===== config.mk =====
export PLATFORM = sky130hd
export DESIGN_NAME = x_ctrl_hazard
export DESIGN_NICKNAME = d
export VERILOG_FILES = /design/src/rtl/x_ctrl_hazard_pkg.sv /design/src/rtl/x_ctrl_hazard_fwd_history.sv /design/src/rtl/x_ctrl_hazard.sv
export SDC_FILE = /design/constraint.sdc
export NUM_CORES = 1
export LEC_CHECK = 0
export ABC_CLOCK_PERIOD_IN_PS = 1900
export CORE_MARGIN = 2
export CORE_UTILIZATION = 32
export CTS_CLUSTER_SIZE = 28
export DETAILED_ROUTE_END_ITERATION = 16
export PLACE_DENSITY = 0.8
export SYNTH_ARGS = -nofsm -noshare
export SYNTH_HDL_FRONTEND = slang
export SYNTH_SLANG_ARGS = --single-unit

===== constraint.sdc =====
create_clock -name clk -period 1.9 [get_ports clk]
set_input_delay 0.38 -clock clk [delete_from_list [all_inputs] [get_ports clk]]
set_output_delay 0.38 -clock clk [all_outputs]
set_load 0.02 [all_outputs]

===== src/rtl/x_ctrl_hazard_pkg.sv =====
// Shared RV32I decode constants and types for the X-stage control block.
// Operand-use helpers are shared so X-side forwarding and D-side load-use use the same rules.
package x_ctrl_hazard_pkg;

   localparam logic [6:0] OPC_LUI    = 7'b0110111;
   localparam logic [6:0] OPC_AUIPC  = 7'b0010111;
   localparam logic [6:0] OPC_JAL    = 7'b1101111;
   localparam logic [6:0] OPC_JALR   = 7'b1100111;
   localparam logic [6:0] OPC_BRANCH = 7'b1100011;
   localparam logic [6:0] OPC_LOAD   = 7'b0000011;
   localparam logic [6:0] OPC_STORE  = 7'b0100011;
   localparam logic [6:0] OPC_OPIMM  = 7'b0010011;
   localparam logic [6:0] OPC_OP     = 7'b0110011;
   localparam logic [6:0] OPC_SYSTEM = 7'b1110011;

   localparam logic [2:0] F3_BEQ  = 3'b000;
   localparam logic [2:0] F3_BNE  = 3'b001;
   localparam logic [2:0] F3_BLT  = 3'b100;
   localparam logic [2:0] F3_BGE  = 3'b101;
   localparam logic [2:0] F3_BLTU = 3'b110;
   localparam logic [2:0] F3_BGEU = 3'b111;

   localparam int CNT_W = 2;

   typedef enum logic [1:0] {ST_RUN, ST_STALL, ST_FLUSH} state_e;

   typedef struct packed {
      logic       vld;
      logic [4:0] rd;
      logic       is_load;
   } hist_ent_t;

   function automatic logic writes_rd(input logic [6:0] opc);
      logic r;
      case (opc)
         OPC_OP, OPC_OPIMM, OPC_LOAD, OPC_JAL, OPC_JALR,
         OPC_LUI, OPC_AUIPC, OPC_SYSTEM: r = 1'b1;
         default:                        r = 1'b0;
      endcase
      return r;
   endfunction

   // CSR register forms (funct3 001/010/011) read rs1; immediate forms reuse the field as uimm.
   function automatic logic reads_rs1(input logic [6:0] opc, input logic [2:0] f3);
      logic r;
      case (opc)
         OPC_OP, OPC_OPIMM, OPC_LOAD, OPC_STORE,
         OPC_BRANCH, OPC_JALR: r = 1'b1;
         OPC_SYSTEM:           r = !f3[2] && (f3 != 3'b000);
         default:              r = 1'b0;
      endcase
      return r;
   endfunction

   function automatic logic reads_rs2(input logic [6:0] opc);
      return (opc == OPC_OP) || (opc == OPC_STORE) || (opc == OPC_BRANCH);
   endfunction

endpackage


===== src/rtl/x_ctrl_hazard_fwd_history.sv =====
// Shift register of in-flight destinations plus nearest-first match for rs1/rs2.
// Entry 1 is the instruction one stage older than X.
module x_fwd_history
   import x_ctrl_hazard_pkg::*;
#(
   parameter int DEPTH = 2,
   parameter int SEL_W = $clog2(DEPTH + 1)
) (
   input  logic             clk,
   input  logic             reset,
   input  hist_ent_t        push_ent,
   input  logic             rs1_en,
   input  logic [4:0]       rs1,
   input  logic             rs2_en,
   input  logic [4:0]       rs2,
   output logic [SEL_W-1:0] sel1,
   output logic [SEL_W-1:0] sel2
);

   hist_ent_t [DEPTH:1] ent_q, ent_d;
   logic                unused_ld;

   always_comb begin
      ent_d    = ent_q;
      ent_d[1] = push_ent;
      for (int k = 2; k <= DEPTH; k++) ent_d[k] = ent_q[k-1];
   end

   always_ff @(posedge clk or posedge reset) begin
      if (reset) ent_q <= '0;
      else       ent_q <= ent_d;
   end

   // Walk oldest to newest so the nearest match overwrites older ones.
   always_comb begin
      sel1 = '0;
      sel2 = '0;
      for (int k = DEPTH; k >= 1; k--) begin
         if (rs1_en && ent_q[k].vld && ent_q[k].rd == rs1) sel1 = SEL_W'(k);
         if (rs2_en && ent_q[k].vld && ent_q[k].rd == rs2) sel2 = SEL_W'(k);
      end
   end

   always_comb begin
      unused_ld = 1'b0;
      for (int k = 1; k <= DEPTH; k++) unused_ld = unused_ld ^ ent_q[k].is_load;
   end

endmodule


===== src/rtl/x_ctrl_hazard.sv =====
// Execute-stage control: forwarding selects, operand selects, branch resolution,
// load-use stall and post-redirect flush sequencing.
module x_ctrl_hazard
   import x_ctrl_hazard_pkg::*;
#(
   parameter  int FWD_DEPTH    = 2,
   parameter  int LOAD_LAT     = 1,
   parameter  int FLUSH_CYCLES = 1,
   localparam int FSEL_W       = $clog2(FWD_DEPTH + 1)
) (
   input  logic              clk,
   input  logic              reset,
   input  logic              x_valid,
   input  logic [31:0]       x_inst,
   input  logic [31:0]       d_inst,
   input  logic              br_eq,
   input  logic              br_lt,
   output logic [FSEL_W-1:0] fwd_a,
   output logic [FSEL_W-1:0] fwd_b,
   output logic              a_pc,
   output logic              b_imm,
   output logic              br_un,
   output logic              pc_sel,
   output logic              dmem_re,
   output logic              mem_we,
   output logic              stall,
   output logic              flush
);

   state_e           state_q, state_d;
   logic [CNT_W-1:0] cnt_q, cnt_d;

   logic [6:0] opc, d_opc;
   logic [2:0] f3, d_f3;
   logic [4:0] rd;
   logic       x_eff, is_br, is_load, taken, ld_hit;
   logic       rs1_en, rs2_en;
   hist_ent_t  push_ent;
   logic       unused_bits;

   assign opc   = x_inst[6:0];
   assign rd    = x_inst[11:7];
   assign f3    = x_inst[14:12];
   assign d_opc = d_inst[6:0];
   assign d_f3  = d_inst[14:12];
   assign unused_bits = ^{x_inst[31:25], d_inst[31:25], d_inst[11:7]};

   // Wrong-path instructions during FLUSH and everything under reset act as bubbles.
   assign x_eff   = x_valid && (state_q != ST_FLUSH) && !reset;
   assign is_br   = (opc == OPC_BRANCH);
   assign is_load = (opc == OPC_LOAD);

   always_comb begin
      taken = 1'b0;
      case (f3)
         F3_BEQ:           taken = br_eq;
         F3_BNE:           taken = !br_eq;
         F3_BLT, F3_BLTU:  taken = br_lt;
         F3_BGE, F3_BGEU:  taken = !br_lt;
         default:          taken = 1'b0;
      endcase
   end

   always_comb begin
      a_pc    = x_eff && (is_br || opc == OPC_JAL || opc == OPC_AUIPC);
      b_imm   = x_eff && (opc != OPC_OP);
      br_un   = x_eff && is_br && (f3[2:1] == 2'b11);
      pc_sel  = x_eff && ((is_br && taken) || opc == OPC_JAL || opc == OPC_JALR);
      dmem_re = x_eff && is_load;
      mem_we  = x_eff && (opc == OPC_STORE);
   end

   always_comb begin
      push_ent.vld     = x_eff && writes_rd(opc) && (rd != 5'd0);
      push_ent.rd      = rd;
      push_ent.is_load = is_load;
      rs1_en = x_eff && reads_rs1(opc, f3);
      rs2_en = x_eff && reads_rs2(opc);
   end

   x_fwd_history #(
      .DEPTH (FWD_DEPTH),
      .SEL_W (FSEL_W)
   ) u_hist (
      .clk      (clk),
      .reset    (reset),
      .push_ent (push_ent),
      .rs1_en   (rs1_en),
      .rs1      (x_inst[19:15]),
      .rs2_en   (rs2_en),
      .rs2      (x_inst[24:20]),
      .sel1     (fwd_a),
      .sel2     (fwd_b)
   );

   assign ld_hit = x_eff && (state_q == ST_RUN) && is_load && (rd != 5'd0) &&
                   ((reads_rs1(d_opc, d_f3) && d_inst[19:15] == rd) ||
                    (reads_rs2(d_opc)       && d_inst[24:20] == rd));

   // A redirect kills D, so a pending hazard on it no longer needs a stall.
   assign flush = !reset && (pc_sel || state_q == ST_FLUSH);
   assign stall = !reset && !flush && (state_q == ST_STALL || ld_hit);

   always_comb begin
      state_d = state_q;
      cnt_d   = cnt_q;
      case (state_q)
         ST_RUN: begin
            if (pc_sel) begin
               if (FLUSH_CYCLES > 1) begin
                  state_d = ST_FLUSH;
                  cnt_d   = CNT_W'(FLUSH_CYCLES - 1);
               end
            end else if (ld_hit && LOAD_LAT > 1) begin
               state_d = ST_STALL;
               cnt_d   = CNT_W'(LOAD_LAT - 1);
            end
         end
         ST_STALL: begin
            if (pc_sel && FLUSH_CYCLES > 1) begin
               state_d = ST_FLUSH;
               cnt_d   = CNT_W'(FLUSH_CYCLES - 1);
            end else if (pc_sel || cnt_q <= CNT_W'(1)) begin
               state_d = ST_RUN;
               cnt_d   = '0;
            end else begin
               cnt_d = cnt_q - CNT_W'(1);
            end
         end
         ST_FLUSH: begin
            if (cnt_q <= CNT_W'(1)) begin
               state_d = ST_RUN;
               cnt_d   = '0;
            end else begin
               cnt_d = cnt_q - CNT_W'(1);
            end
         end
         default: begin
            state_d = ST_RUN;
            cnt_d   = '0;
         end
      endcase
   end

   always_ff @(posedge clk or posedge reset) begin
      if (reset) begin
         state_q <= ST_RUN;
         cnt_q   <= '0;
      end else begin
         state_q <= state_d;
         cnt_q   <= cnt_d;
      end
   end

endmodule


Word level (Yosys, flattened, before mapping)
Cells that the tools add are included.
{"block": "totals", "ff_bits": 16, "inputBits": 69, "output_inout_bits": 12, "wordCells": 120}
{"block": "classes", "addsub": 1, "n_lt_le_gt_ge": 1, "eq_ne": 35, "mux": 14, "bitwise": 1, "reduce_logical": 62}
{"operator": "$eq 7x7->1 const B", "n": 7}
{"operator": "$eq 7x6->1 const B", "n": 5}
{"operator": "$logic_and 1x1->1", "n": 33}
{"operator": "$eq 5x5->1", "n": 6}
{"operator": "$eq 7x5->1 const B", "n": 3}
{"operator": "$mux 2", "n": 8}
{"operator": "$eq 7x2->1 const B", "n": 2}
{"operator": "$eq 3x3->1 const B", "n": 4}
{"operator": "$logic_or 1x1->1", "n": 12}
{"operator": "$pmux 2 s3", "n": 2}
{"operator": "$reduce_or 6->1", "n": 2}
{"operator": "$reduce_or 8->1", "n": 1}
{"operator": "$ne 7x6->1 const B", "n": 1}
{"operator": "$logic_not 1->1", "n": 6}
{"operator": "$reduce_bool 3->1", "n": 2}
{"operator": "$reduce_bool 5->1", "n": 1}
{"operator": "$eq 2x2->1 const B", "n": 2}
{"operator": "$ne 2x1->1 const B", "n": 2}
{"operator": "$pmux 1 s2", "n": 2}
{"operator": "$pmux 1 s4", "n": 1}
{"operator": "$reduce_or 2->1", "n": 2}
{"operator": "$eq 3x1->1 const B", "n": 1}
{"operator": "$logic_not 3->1", "n": 1}
{"operator": "$reduce_and 3->1", "n": 1}
{"operator": "other kinds (7)", "n": 7}

Logic depth before layout (Yosys ltp)
{"block": "depth", "depth_word": 12, "mapped_depth": 6, "depth_no_buf": 5}

Hierarchy
Synthesis repeated with hierarchy kept, for this count alone.
{"block": "unflattened", "cells_unflattened": 115, "hier_area_um2": 1034.7}
{"mod": "x_fwd_history", "n_inst": 1, "cells_per_inst": 45, "area_each_um2": 566.8, "seq_area_each_um2": 300.3}
{"mod": "x_ctrl_hazard", "n_inst": 1, "cells_per_inst": 70, "area_each_um2": 467.9, "seq_area_each_um2": 0.0}

Worst setup path after synthesis
Ideal clock, no wire load.
{"block": "synth_timing", "kind": "input to output", "start": "in x_inst[4]", "end": "out stall", "arrival_ps": 1546, "required_time_ps": 1520, "slack_ps": -26, "cell_stages": 4, "path_buffers": 1, "cell_sequence": "buf_6 > or4_4 > nor3_4 > o211a_1"}
{"block": "synth_between", "elab_chain_len": 10, "word_cells_on_any_way": 17, "classes_between": "eq/ne (4); reduce/logical (13)"}
{"item": "from (decl)", "line": "x_ctrl_hazard.sv:14", "rtl": "input logic [31:0] x_inst,"}
{"item": "$eq 7x7->1", "line": "x_ctrl_hazard.sv:50", "rtl": "assign is_br = (opc == OPC_BRANCH);"}
{"item": "$logic_and 1x1->1", "line": "x_ctrl_hazard.sv:68", "rtl": "pc_sel = x_eff && ((is_br && taken) || opc == OPC_JAL || opc == OPC_JALR);"}
{"item": "$logic_or 1x1->1 (2 in series)", "line": "x_ctrl_hazard.sv:68"}
{"item": "$logic_and 1x1->1", "line": "x_ctrl_hazard.sv:68"}
{"item": "$logic_or 1x1->1", "line": "x_ctrl_hazard.sv:101", "rtl": "assign flush = !reset && (pc_sel || state_q == ST_FLUSH);"}
{"item": "$logic_and 1x1->1", "line": "x_ctrl_hazard.sv:101"}
{"item": "$logic_not 1->1", "line": "x_ctrl_hazard.sv:102", "rtl": "assign stall = !reset && !flush && (state_q == ST_STALL || ld_hit);"}
{"item": "$logic_and 1x1->1", "line": "x_ctrl_hazard.sv:102"}
{"item": "$logic_and 1x1->1 (*)", "line": "x_ctrl_hazard.sv:102"}
{"item": "to (decl)", "line": "x_ctrl_hazard.sv:26", "rtl": "output logic stall,"}
Every way passes the cells marked *; elsewhere a longest branch is shown, timed or not.

Final worst setup path
{"block": "layout_timing", "start": "reg u_hist.ent_q, in the netlist u_hist.ent_d[10]", "end": "out fwd_a[1]"}
{"block": "layout_between", "elab_chain_len": 3}
{"item": "from (decl)", "line": "x_ctrl_hazard_fwd_history.sv:20", "rtl": "hist_ent_t [DEPTH:1] ent_q, ent_d;"}
{"item": "from (signal assigned)", "line": "x_ctrl_hazard_fwd_history.sv:31", "rtl": "else ent_q <= ent_d;"}
{"item": "$eq 5x5->1", "line": "x_ctrl_hazard_fwd_history.sv:39", "rtl": "if (rs1_en && ent_q[k].vld && ent_q[k].rd == rs1) sel1 = SEL_W'(k);"}
{"item": "$logic_and 1x1->1", "line": "x_ctrl_hazard_fwd_history.sv:39"}
{"item": "$mux 2", "line": "x_ctrl_hazard_fwd_history.sv:39"}
{"item": "to (decl)", "line": "x_ctrl_hazard.sv:18", "rtl": "output logic [FSEL_W-1:0] fwd_a,"}
No other way between the ends.

==> flow_summary_export.csv <==
group,metric,value,unit
sta,fmax,0.4927,GHz
detailed_routing,drt_first_iter_violations,25,
worst_setup_path,reg2reg_depth,1,
power,p_per_area,375.1,nW/um2
sta,finalSetupViolations,4,
yosys,syn_area,977.2,um2
die,die_w,59.26,um
flow_run,cap_violations,0,
worst_setup_path,cpLargestDelayFamily,"simple AND/OR/NAND/NOR gates",
min_path,hold_path_class,"in -> async",
yosys,synth_fp_nets,178,
sta,period_share,1.068,
sta,worst_pin_slew,0.4506,ns
detailed_routing,wirelength,3861,um
place,place_inst,235,
clocking,clkTransAtPathRegs,0.08,ns
yosys,ys.flop_type,"dfrtp_1",
grt,grt_pass1_vias,1413,
power,ir_drop,208.5,uV
worst_setup_path,cp.depth,7,
place,place.gp.congestion,0.8695,
worst_setup_path,crit_path_cell_trace,"buf_6, xor2_1, nor4_1, nand3_1, nand4_1, nor2_1, buf_4",
place,io_buffers,61,
layout,num_antenna_cells,0,
yosys,synth_edf_count,0,
grt,grt_first_pass_wirelength,5913,um
sta,fin_crit,2.030,ns
yosys,ys_warn_count,0,
grt,grt_antenna_before_repair,0,
die,pin_count,81,
sta,slew_viol_final,0,
die,start_util,0.3282,
clocking,clock_path_buffers,2,
sta,setup_tns,-0.4414,ns
worst_setup_path,critPathLaunchType,"register",
clocking,cts-root-buf,"clkbuf_4",
clocking,numCtsBuffers,3,
yosys,ys_types,30,
yosys,syn_inst,109,
clocking,cts_tree,"done",
outcome,violations,"negative setup slack",
worst_setup_path,reg2reg_slack,1.25,ns
worst_setup_path,slowest_delay,0.40,ns
detailed_routing,wl_per_cell,15.51,um
clocking,htreeDepth,1,
layout,stdcell_count,249,
worst_setup_path,r2r-start,"u_hist.ent_d[9]",
layout,finalNetCount,286,
sta,hold_viol,0,
worst_setup_path,path_max_fanout,2,
die,die_height,59.26,um
yosys,ys_seq_area_frac,0.3073,
detailed_routing,vias,1282,
die,core,2978,um2
sta,rsz0062_at_grt,"true",
die,row_count,20,
yosys,ys_ff_latch,12,
layout,drive_gt1_frac,0.5139,
yosys,synth_top_area_cell,"dfrtp_1",
worst_setup_path,critical_path_required,1.52,ns
grt,track_usage,0.2283,
worst_setup_path,endpoint_kind,"output port",
worst_setup_path,r2r-end,"u_hist.ent_q[9]",
sta,max_slew_margin,0.6993,
layout,utilization,0.7088,
sta,worst_slack,-0.1295,ns
worst_setup_path,crit_buf_inv,2,
place,hpwl,2763,um
yosys,synth_area_leaders,"dfrtp_1 31%, xor2_1 18%, xnor2_1 11%, nor3_1 4.1%, a211oi_1 3.8%",
sta,clock_skew,0.008214,ns
worst_setup_path,crit_type,"reg -> out",
yosys,ys_async_sr_fraction,1.000,
detailed_routing,viasPerCell,5.149,
clocking,clock_sinks,12,
yosys,synth_area_per_cell,8.965,um2
clocking,worstSkewPairLatency,0.27,ns
detailed_routing,drcViolationCount,0,
power,power_leakage,1.035,nW
detailed_routing,drt-pass1-iter-count,4,
yosys,synth_top_area_frac,0.3073,
worst_setup_path,critPathArrivalTime,1.65,ns
layout,area.growth.synth_to_final,116.0,%
grt,grt_max_degree,13,
die,die-area,3512,um2
outcome,status,"complete, but fails checks",
detailed_routing,ant_nets,0,
sta,whs,0.2190,ns
worst_setup_path,cp_slowest_cell,"dfrtp_1",
grt,overflow,0,
power,p_total,0.7917,mW
==> worst max-delay path by stage <==
| stage | slack, ns | startpoint | endpoint |
|---|---|---|---|
| after floorplan | 0.01 | x_inst[4] | stall |
| after global placement | -0.84 | x_inst[9] | stall |
| after detailed placement | -0.88 | x_inst[4] | stall |
| after CTS | -0.19 | u_hist.ent_q[9] | fwd_b[1] |
| after global routing | -0.27 | u_hist.ent_d[11] | fwd_a[1] |
| final | -0.13 | u_hist.ent_d[10] | fwd_a[1] |
==> final cells by class <==
cell class / instances / area (um2)
timing repair buffer: 105 / 873.3
tap: 33 / 41.29
inverter: 1 / 3.754
fill: 225 / 867.1
clock buffer: 4 / 36.28
multi-input combinational: 94 / 855.8
sequential: 12 / 300.3
==> layer usage <==
layer	part of all wire	vias up	GRT usage
li1	-	606	-
met1	0.36	612	0.2224
met2	0.57	54	0.4647
met3	0.053	10	0.03493
met4	0.023	0	0.08766
met5	0	-	0
==> layout by cell type (no fill, tap or decap), drive strengths merged <==
master | netlist | final
buf | 1 | 65
xor2 | 20 | 20
clkbuf | 1 | 15
dlygate4sd2 | 0 | 14
dfrtp | 12 | 12
xnor2 | 12 | 12
nor2 | 9 | 9
nor3 | 9 | 9
nand2 | 7 | 7
clkdlybuf4s50 | 0 | 6
dlymetal6s2s | 0 | 6
a211oi | 5 | 5
nand3 | 4 | 4
nor4 | 4 | 4
nand4 | 3 | 3
clkdlybuf4s15 | 0 | 3
nand2b | 3 | 3
or4 | 2 | 2
o21a | 2 | 2
a21oi | 2 | 2
o21ai | 2 | 2
and2b | 1 | 1
nor3b | 1 | 1
a2111oi | 1 | 1
o22ai | 1 | 1
o2111ai | 1 | 1
o211a | 1 | 1
a21boi | 1 | 1
a2111o | 1 | 1
or2b | 1 | 1
o41a | 1 | 1
inv | 1 | 1
==> where the power goes <==
group	total, mW	internal, mW	leakage (nW)	switching, mW
combinational	0.319	0.179	0.870	0.140
clock	0.197	0.116	0.0210	0.0806
sequential	0.276	0.267	0.144	0.00919
total	0.792	0.562	1.03	0.229
==> stage by stage <==
| stage | setup slack [ns] | cell area, um2 |
|---|---|---|
| after global routing | -0.2699 | 2111 |
| after global placement | -0.8408 | 1877 |
| final | -0.1295 | 2111 |
| after floorplan | 0.01377 | 984.7 |
| after detailed placement | -0.8790 | 1877 |
| after CTS | -0.1921 | 2013 |
==> state kept, by name, indices dropped and copies added, names as in the netlist <==
signal / flops
u_hist.ent_d: 6
u_hist.ent_q: 6
==> cells by family after synthesis <==
logic type	count (synthesis)	share of synthesized area
buffers and inverters	3	0.01920
AO/OA/AOI/OAI	18	0.1396
flip-flops	12	0.3073
XOR/XNOR	32	0.2868
AND/OR/NAND/NOR	44	0.2471
==> tightest hold or removal path: cells and delay by family <==
kind	cells	cell delay (ns)
buf+inv	3	0.54
==> synthesized netlist by cell type (2+ instances only) <==
cell type	instances
xor2_1	20
nor4_1	4
nor2_1	9
nand2b_1	3
o21ai_0	2
nand2_1	7
o21a_1	2
dfrtp_1	12
a21oi_1	2
nand4_1	3
nand3_1	4
a211oi_1	5
xnor2_1	12
nor3_1	8
==> repair_timing <==
| item | CTS | global route |
|---|---|---|
| hold buffers | 0 | 0 |
| setup endpoints to repair | 12 | 11 |
| gates resized for setup | 152 | 62 |
| setup buffers | 11 | 1 |
| pin swaps | 36 | 30 |
No activity file was read; power rests on OpenSTA's default activity.
